--- config.mk ---
export PLATFORM = sky130hd
export DESIGN_NAME = magnetron_sr_driver
export DESIGN_NICKNAME = d
export VERILOG_FILES = /design/src/rtl/magnetron_sr_driver.sv
export SDC_FILE = /design/constraint.sdc
export NUM_CORES = 1
export LEC_CHECK = 0
export CAP_MARGIN = 20
export CORE_MARGIN = 2
export CORE_UTILIZATION = 50
export DETAILED_ROUTE_END_ITERATION = 12
export PLACE_DENSITY = 0.74
export RECOVER_POWER = 50
export SLEW_MARGIN = 10
export SYNTH_ARGS = -nofsm -noshare
export SYNTH_HDL_FRONTEND = slang
export SYNTH_SLANG_ARGS = --single-unit
--- constraint.sdc ---
create_clock -name clk -period 1.6 [get_ports clk]
set_clock_uncertainty 0.2 [all_clocks]
set_input_delay 0.32 -clock clk [delete_from_list [all_inputs] [get_ports clk]]
set_output_delay 0.32 -clock clk [all_outputs]
set_load 0.05 [all_outputs]
--- src/rtl/magnetron_sr_driver.sv ---
// Control stage ahead of the magnetron SR latch: synchronizes and debounces user
// inputs, runs the cooking state machine and emits non-overlapping S/R pulses.
module magnetron_sr_driver #(
  parameter int unsigned DEB_CYCLES = 4,
  parameter int unsigned PULSE_W    = 2
) (
  input  logic       clk,
  input  logic       rst,
  input  logic       start_btn,
  input  logic       stop_btn,
  input  logic       clear_btn,
  input  logic       door_closed,
  input  logic       timer_done,
  output logic       S,
  output logic       R,
  output logic       mag_on,
  output logic       done,
  output logic [1:0] state
);

  localparam int unsigned N_IN  = 5;
  localparam int unsigned N_BTN = 3;
  localparam int unsigned DCW   = (DEB_CYCLES < 2) ? 1 : $clog2(DEB_CYCLES + 1);
  localparam int unsigned PCW   = (PULSE_W < 2) ? 1 : $clog2(PULSE_W + 1);

  typedef enum logic [1:0] {
    ST_IDLE    = 2'b00,
    ST_COOKING = 2'b01,
    ST_PAUSED  = 2'b10,
    ST_DONE    = 2'b11
  } state_t;

  logic [N_IN-1:0]  sync1, sync2;
  logic [N_BTN-1:0] deb, deb_q;
  logic [DCW-1:0]   deb_cnt [N_BTN];
  logic             door_q;

  logic   start_evt, stop_evt, clear_evt;
  logic   door_s, timer_s, door_fall;
  state_t state_q, state_d;
  logic   s_req, r_req;

  logic           s_q, r_q, s_pend, mag_on_q, done_q;
  logic [PCW-1:0] pcnt;
  logic           p_last;

  // Two-flop synchronizers; bit order {timer, door, clear, stop, start}
  always_ff @(posedge clk or posedge rst) begin
    if (rst) begin
      sync1 <= '0;
      sync2 <= '0;
    end else begin
      sync1 <= {timer_done, door_closed, clear_btn, stop_btn, start_btn};
      sync2 <= sync1;
    end
  end

  // Debounce: level flips after DEB_CYCLES consecutive disagreeing cycles
  always_ff @(posedge clk or posedge rst) begin
    if (rst) begin
      deb    <= '0;
      deb_q  <= '0;
      door_q <= 1'b0;
      for (int i = 0; i < int'(N_BTN); i++) deb_cnt[i] <= '0;
    end else begin
      deb_q  <= deb;
      door_q <= sync2[3];
      for (int i = 0; i < int'(N_BTN); i++) begin
        if (sync2[i] == deb[i]) begin
          deb_cnt[i] <= '0;
        end else if (deb_cnt[i] == DCW'(DEB_CYCLES - 1)) begin
          deb[i]     <= sync2[i];
          deb_cnt[i] <= '0;
        end else begin
          deb_cnt[i] <= deb_cnt[i] + 1'b1;
        end
      end
    end
  end

  assign start_evt = deb[0] & ~deb_q[0];
  assign stop_evt  = deb[1] & ~deb_q[1];
  assign clear_evt = deb[2] & ~deb_q[2];
  assign door_s    = sync2[3];
  assign timer_s   = sync2[4];
  assign door_fall = door_q & ~door_s;

  always_ff @(posedge clk or posedge rst) begin
    if (rst) state_q <= ST_IDLE;
    else     state_q <= state_d;
  end

  // Next state and pulse requests; priority door > clear > stop > timer > start
  always_comb begin
    state_d = state_q;
    s_req   = 1'b0;
    r_req   = 1'b0;
    case (state_q)
      ST_IDLE: begin
        if (start_evt && door_s && !timer_s) begin
          state_d = ST_COOKING;
          s_req   = 1'b1;
        end
      end
      ST_COOKING: begin
        if (!door_s) begin
          state_d = ST_PAUSED;
          r_req   = 1'b1;
        end else if (clear_evt) begin
          state_d = ST_IDLE;
          r_req   = 1'b1;
        end else if (stop_evt) begin
          state_d = ST_PAUSED;
          r_req   = 1'b1;
        end else if (timer_s) begin
          state_d = ST_DONE;
          r_req   = 1'b1;
        end
      end
      ST_PAUSED: begin
        if (clear_evt) begin
          state_d = ST_IDLE;
        end else if (start_evt && door_s && !timer_s) begin
          state_d = ST_COOKING;
          s_req   = 1'b1;
        end
      end
      ST_DONE: begin
        if (clear_evt || door_fall) state_d = ST_IDLE;
      end
      default: state_d = ST_IDLE;
    endcase
  end

  assign p_last = (pcnt == '0);

  // Pulse generator: R preempts S on the same edge; S waits out an active R
  always_ff @(posedge clk or posedge rst) begin
    if (rst) begin
      s_q    <= 1'b0;
      r_q    <= 1'b0;
      s_pend <= 1'b0;
      pcnt   <= '0;
    end else if (r_req) begin
      r_q    <= 1'b1;
      s_q    <= 1'b0;
      s_pend <= 1'b0;
      pcnt   <= PCW'(PULSE_W - 1);
    end else if (s_req && !r_q) begin
      s_q  <= 1'b1;
      pcnt <= PCW'(PULSE_W - 1);
    end else if (r_q && p_last) begin
      r_q <= 1'b0;
      if (s_pend || s_req) begin
        s_q    <= 1'b1;
        s_pend <= 1'b0;
        pcnt   <= PCW'(PULSE_W - 1);
      end
    end else begin
      if (s_req) s_pend <= 1'b1;
      if (s_q || r_q) begin
        if (p_last) s_q  <= 1'b0;
        else        pcnt <= pcnt - 1'b1;
      end
    end
  end

  always_ff @(posedge clk or posedge rst) begin
    if (rst) begin
      mag_on_q <= 1'b0;
      done_q   <= 1'b0;
    end else begin
      mag_on_q <= (state_d == ST_COOKING);
      done_q   <= (state_d == ST_DONE);
    end
  end

  assign S      = s_q;
  assign R      = r_q;
  assign mag_on = mag_on_q;
  assign done   = done_q;
  assign state  = state_q;

endmodule

==> impl_results.md, run 1 <==
* Status: finished, violations left
* Violated checks: setup timing
* Clock root cell: clkbuf_4
* Layout area overhead at 29.04%
* Min-Delay Path Class: reg2reg
* Final WS setup at -0.03237 ns
* GPL Wtd Cong at 0.7643
* First-pass DRT Iterations at 4
* Mapped Cells at 105
* Slew Limit Fails at 0
* Largest net degree at the start of global routing at 36
* Hold Path End: sync2[4]
* Clk_lat worst skew at 0.34 ns
* Final Hold Slack at 0.1575 ns
* Row count at 19
* RSZ-0062 raised after global routing: true
* CP startpoint kind: flip-flop
* TritonCTS clock tree: yes
* Number of synthesized register bits at 35
* Slew HR at 0.4579
* Antenna cells at 0
* 1st-iter DRT viols at 14
* Synth Flop Type: dfrtp_1
* Met3 WL at 114 um
* Met2 routed wirelength at 1245 um
* Antenna violation net count after detailed routing at 0
* CTS sink cnt at 35
* Total power at 3.190 mW
* Post-DP HPWL at 1607 um
* Worst path slowest cell: dfrtp_1
* Wire per inst at 14.33 um
* Critical Path RT at 1.64 ns
* Routed WL at 2422 um
* Starting density of the core at 0.5263
* Register clock-pin slew on the reported worst setup and hold paths at 0.11 ns
* Yosys warns at 0
* Place WS at -0.05609 ns
* Post-Syn Area at 0.001439 sq mm
* Crit path kind: reg2reg
* R2R Path Start: deb[2]
* Reg2Reg Depth at 5
* Maxcap violations at 0
* Fill cell count at 194
* Post-route minimum period at 1.632 ns
* First-pass GRT wire length at 4312 um
* Share of cells above drive strength 1 at 0.3623
* Commonest non-fill, non-tap cell in the layout: dfrtp_1
* # port buffers at 12
* Grt total ovfl at 0
* Cts-stage hold buffer count at 0
* M1 wire length at 1000 um
* Fin crit share at 1.020
* GRT Util Overall at 0.1768
* Vias in the first global route at 982
* Top sig layer: met4
* CTS Buffer Depth at 2
* R2R Path End: pcnt[1]
* PwrDens at 1718 mW/mm^2
* Number of enable flip-flop cells after synthesis at 0
* Leak at 0.8207 nW
* Via/cell ratio at 5.497
* Synth async-reset ratio at 1.000
* Worst-path cell chain: nor2b_4, buf_4, a2111oi_4, nor3_1, o21a_1
* Crit path arrival time at 1.68 ns
* Num ports at 13
* Critical path's largest stage delay at 0.40 ns
* Min-delay src: sync1[4]
* Drt drc at 0
* H-tree depth at 2
* Hold-critical path depth at 0
* F_max at 612.6 MHz
* Fin. Hold Viols at 0
* Cts bufs inserted at 5
* CP Capture Type: flip-flop
* TNS Setup at -0.06262 ns
* Peak VDD IR at 0.001255 V
* Nets at 147
* FF-to-FF setup slack at -0.03 ns
* Die Width at 57.65 um
* Die Ht at 57.65 um
* Syn Area/Cell at 13.70 sq um
* Distinct cells, synth at 36
* Slew @ Worst Pin at 0.8131 ns
* Syn_nets at 115
* Setup violators final at 3
* Crit path max fanout at 5
* Initial antenna violation count at 0
* Core area at 0.002734 sq mm
* Highest-count cells in the layout ignoring fill and taps: dfrtp_1, buf_4
* Vias post-DR at 929
* Seq/Total Area, Yosys at 0.6087
* Die area at 0.003323 sq mm
-- repair_timing --
item	4_1_cts	5_1_grt
pin swaps	5	1
endpoints found under the setup margin	6	10
gates cloned	0	0
endpoints found under the hold margin	0	0
resized for setup	4	2
setup buffers	3	6
-- routing by layer --
metal	vias up	GRT usage
met2	18	0.2906
li1	440	-
met3	6	0.06696
met5	-	0
met4	0	0.08638
met1	465	0.2030
-- flip-flops by register name (all words and copies together) (netlist names) --
register	flops
deb_q	3
sync2	5
state	2
s_pend	1
door_q	1
done	1
S	1
R	1
deb_cnt	9
mag_on	1
sync1	5
pcnt	2
deb	3
-- cells by family after synthesis --
kind of cell / count (synthesis) / synth area share
AOI/OAI and AO/OA: 20 / 0.1409
xor gates and xnor gates: 3 / 0.01826
adders and majority gates: 3 / 0.02609
buffers and inverters: 5 / 0.01478
DFF: 35 / 0.6087
muxes: 3 / 0.02348
and+or+nand+nor: 36 / 0.1678
-- cells in the mapped netlist, types with 2 or more instances --
library cell | number | share of area
nor3_1 | 6 | 0.021
nand2_1 | 3 | 0.0078
nor2b_1 | 3 | 0.013
xnor2_1 | 3 | 0.018
o21a_1 | 2 | 0.010
nor2_1 | 6 | 0.016
ha_1 | 3 | 0.026
inv_1 | 3 | 0.0078
a21oi_1 | 4 | 0.014
nand2b_1 | 3 | 0.013
nor3b_1 | 6 | 0.031
nor4_1 | 2 | 0.0087
dfrtp_1 | 35 | 0.61
o21ai_0 | 2 | 0.0070
mux2_2 | 3 | 0.023
-- power by group --
group          switching [mW]  internal (mW)  leakage, nW
registers               0.246           1.12        0.435
logic                   0.673          0.693        0.358
clock network           0.295          0.167       0.0272
total                    1.21           1.98        0.821
-- final cells by class --
type	count	area, sq um	share of cell area
Clock buffer	5	37.54	0.02022
Inverter	4	17.52	0.009434
Tap cell	31	38.79	0.02089
Sequential cell	35	880.8	0.4744
Clock inverter	3	20.02	0.01078
Timing Repair Buffer	26	282.8	0.1523
Multi-Input combinational cell	65	579.3	0.3120
-- worst max-delay path: cells and delay by family (launching register included) --
kind / cells / cell delay [ns]
AOI/OAI and AO/OA: 2 / 0.56
DFF: 1 / 0.40
and+or+nand+nor: 2 / 0.24
buffers and inverters: 1 / 0.14
-- metrics by stage --
step	instances	area [sq um]	utilization
after global routing	169	1857	0.6792
after global placement	152	1708	0.6247
after floorplan	105	1444	-
after CTS	163	1818	0.6650
final	169	1857	0.6792
after detailed placement	152	1708	0.6247
-- how the worst max path moves through the flow --
stage               startpoint       to  slack, ns  depth (start not counted)
finish                  deb[2]  pcnt[1]      -0.03                          5
global route          deb_q[0]  pcnt[1]      -0.16                          4
CTS                   deb_q[0]  pcnt[1]      -0.02                          5
detailed placement    sync2[4]        S      -0.06                          4
global placement      sync2[4]  pcnt[1]     -0.007                          4
floorplan                    R  pcnt[1]       0.02                          4
(Power assumes the default switching activity.)
==> inputs of run 2 (changes only) <==
--- a/config.mk
+++ b/config.mk
@@ -11,7 +11,7 @@
 export DETAILED_ROUTE_END_ITERATION = 12
 export PLACE_DENSITY = 0.74
 export RECOVER_POWER = 50
-export SLEW_MARGIN = 10
+export SLEW_MARGIN = 20
 export SYNTH_ARGS = -nofsm -noshare
 export SYNTH_HDL_FRONTEND = slang
 export SYNTH_SLANG_ARGS = --single-unit
==> results of run 2 <==
Same layout as run 1: the final DEF is identical, and so are final timing and power.
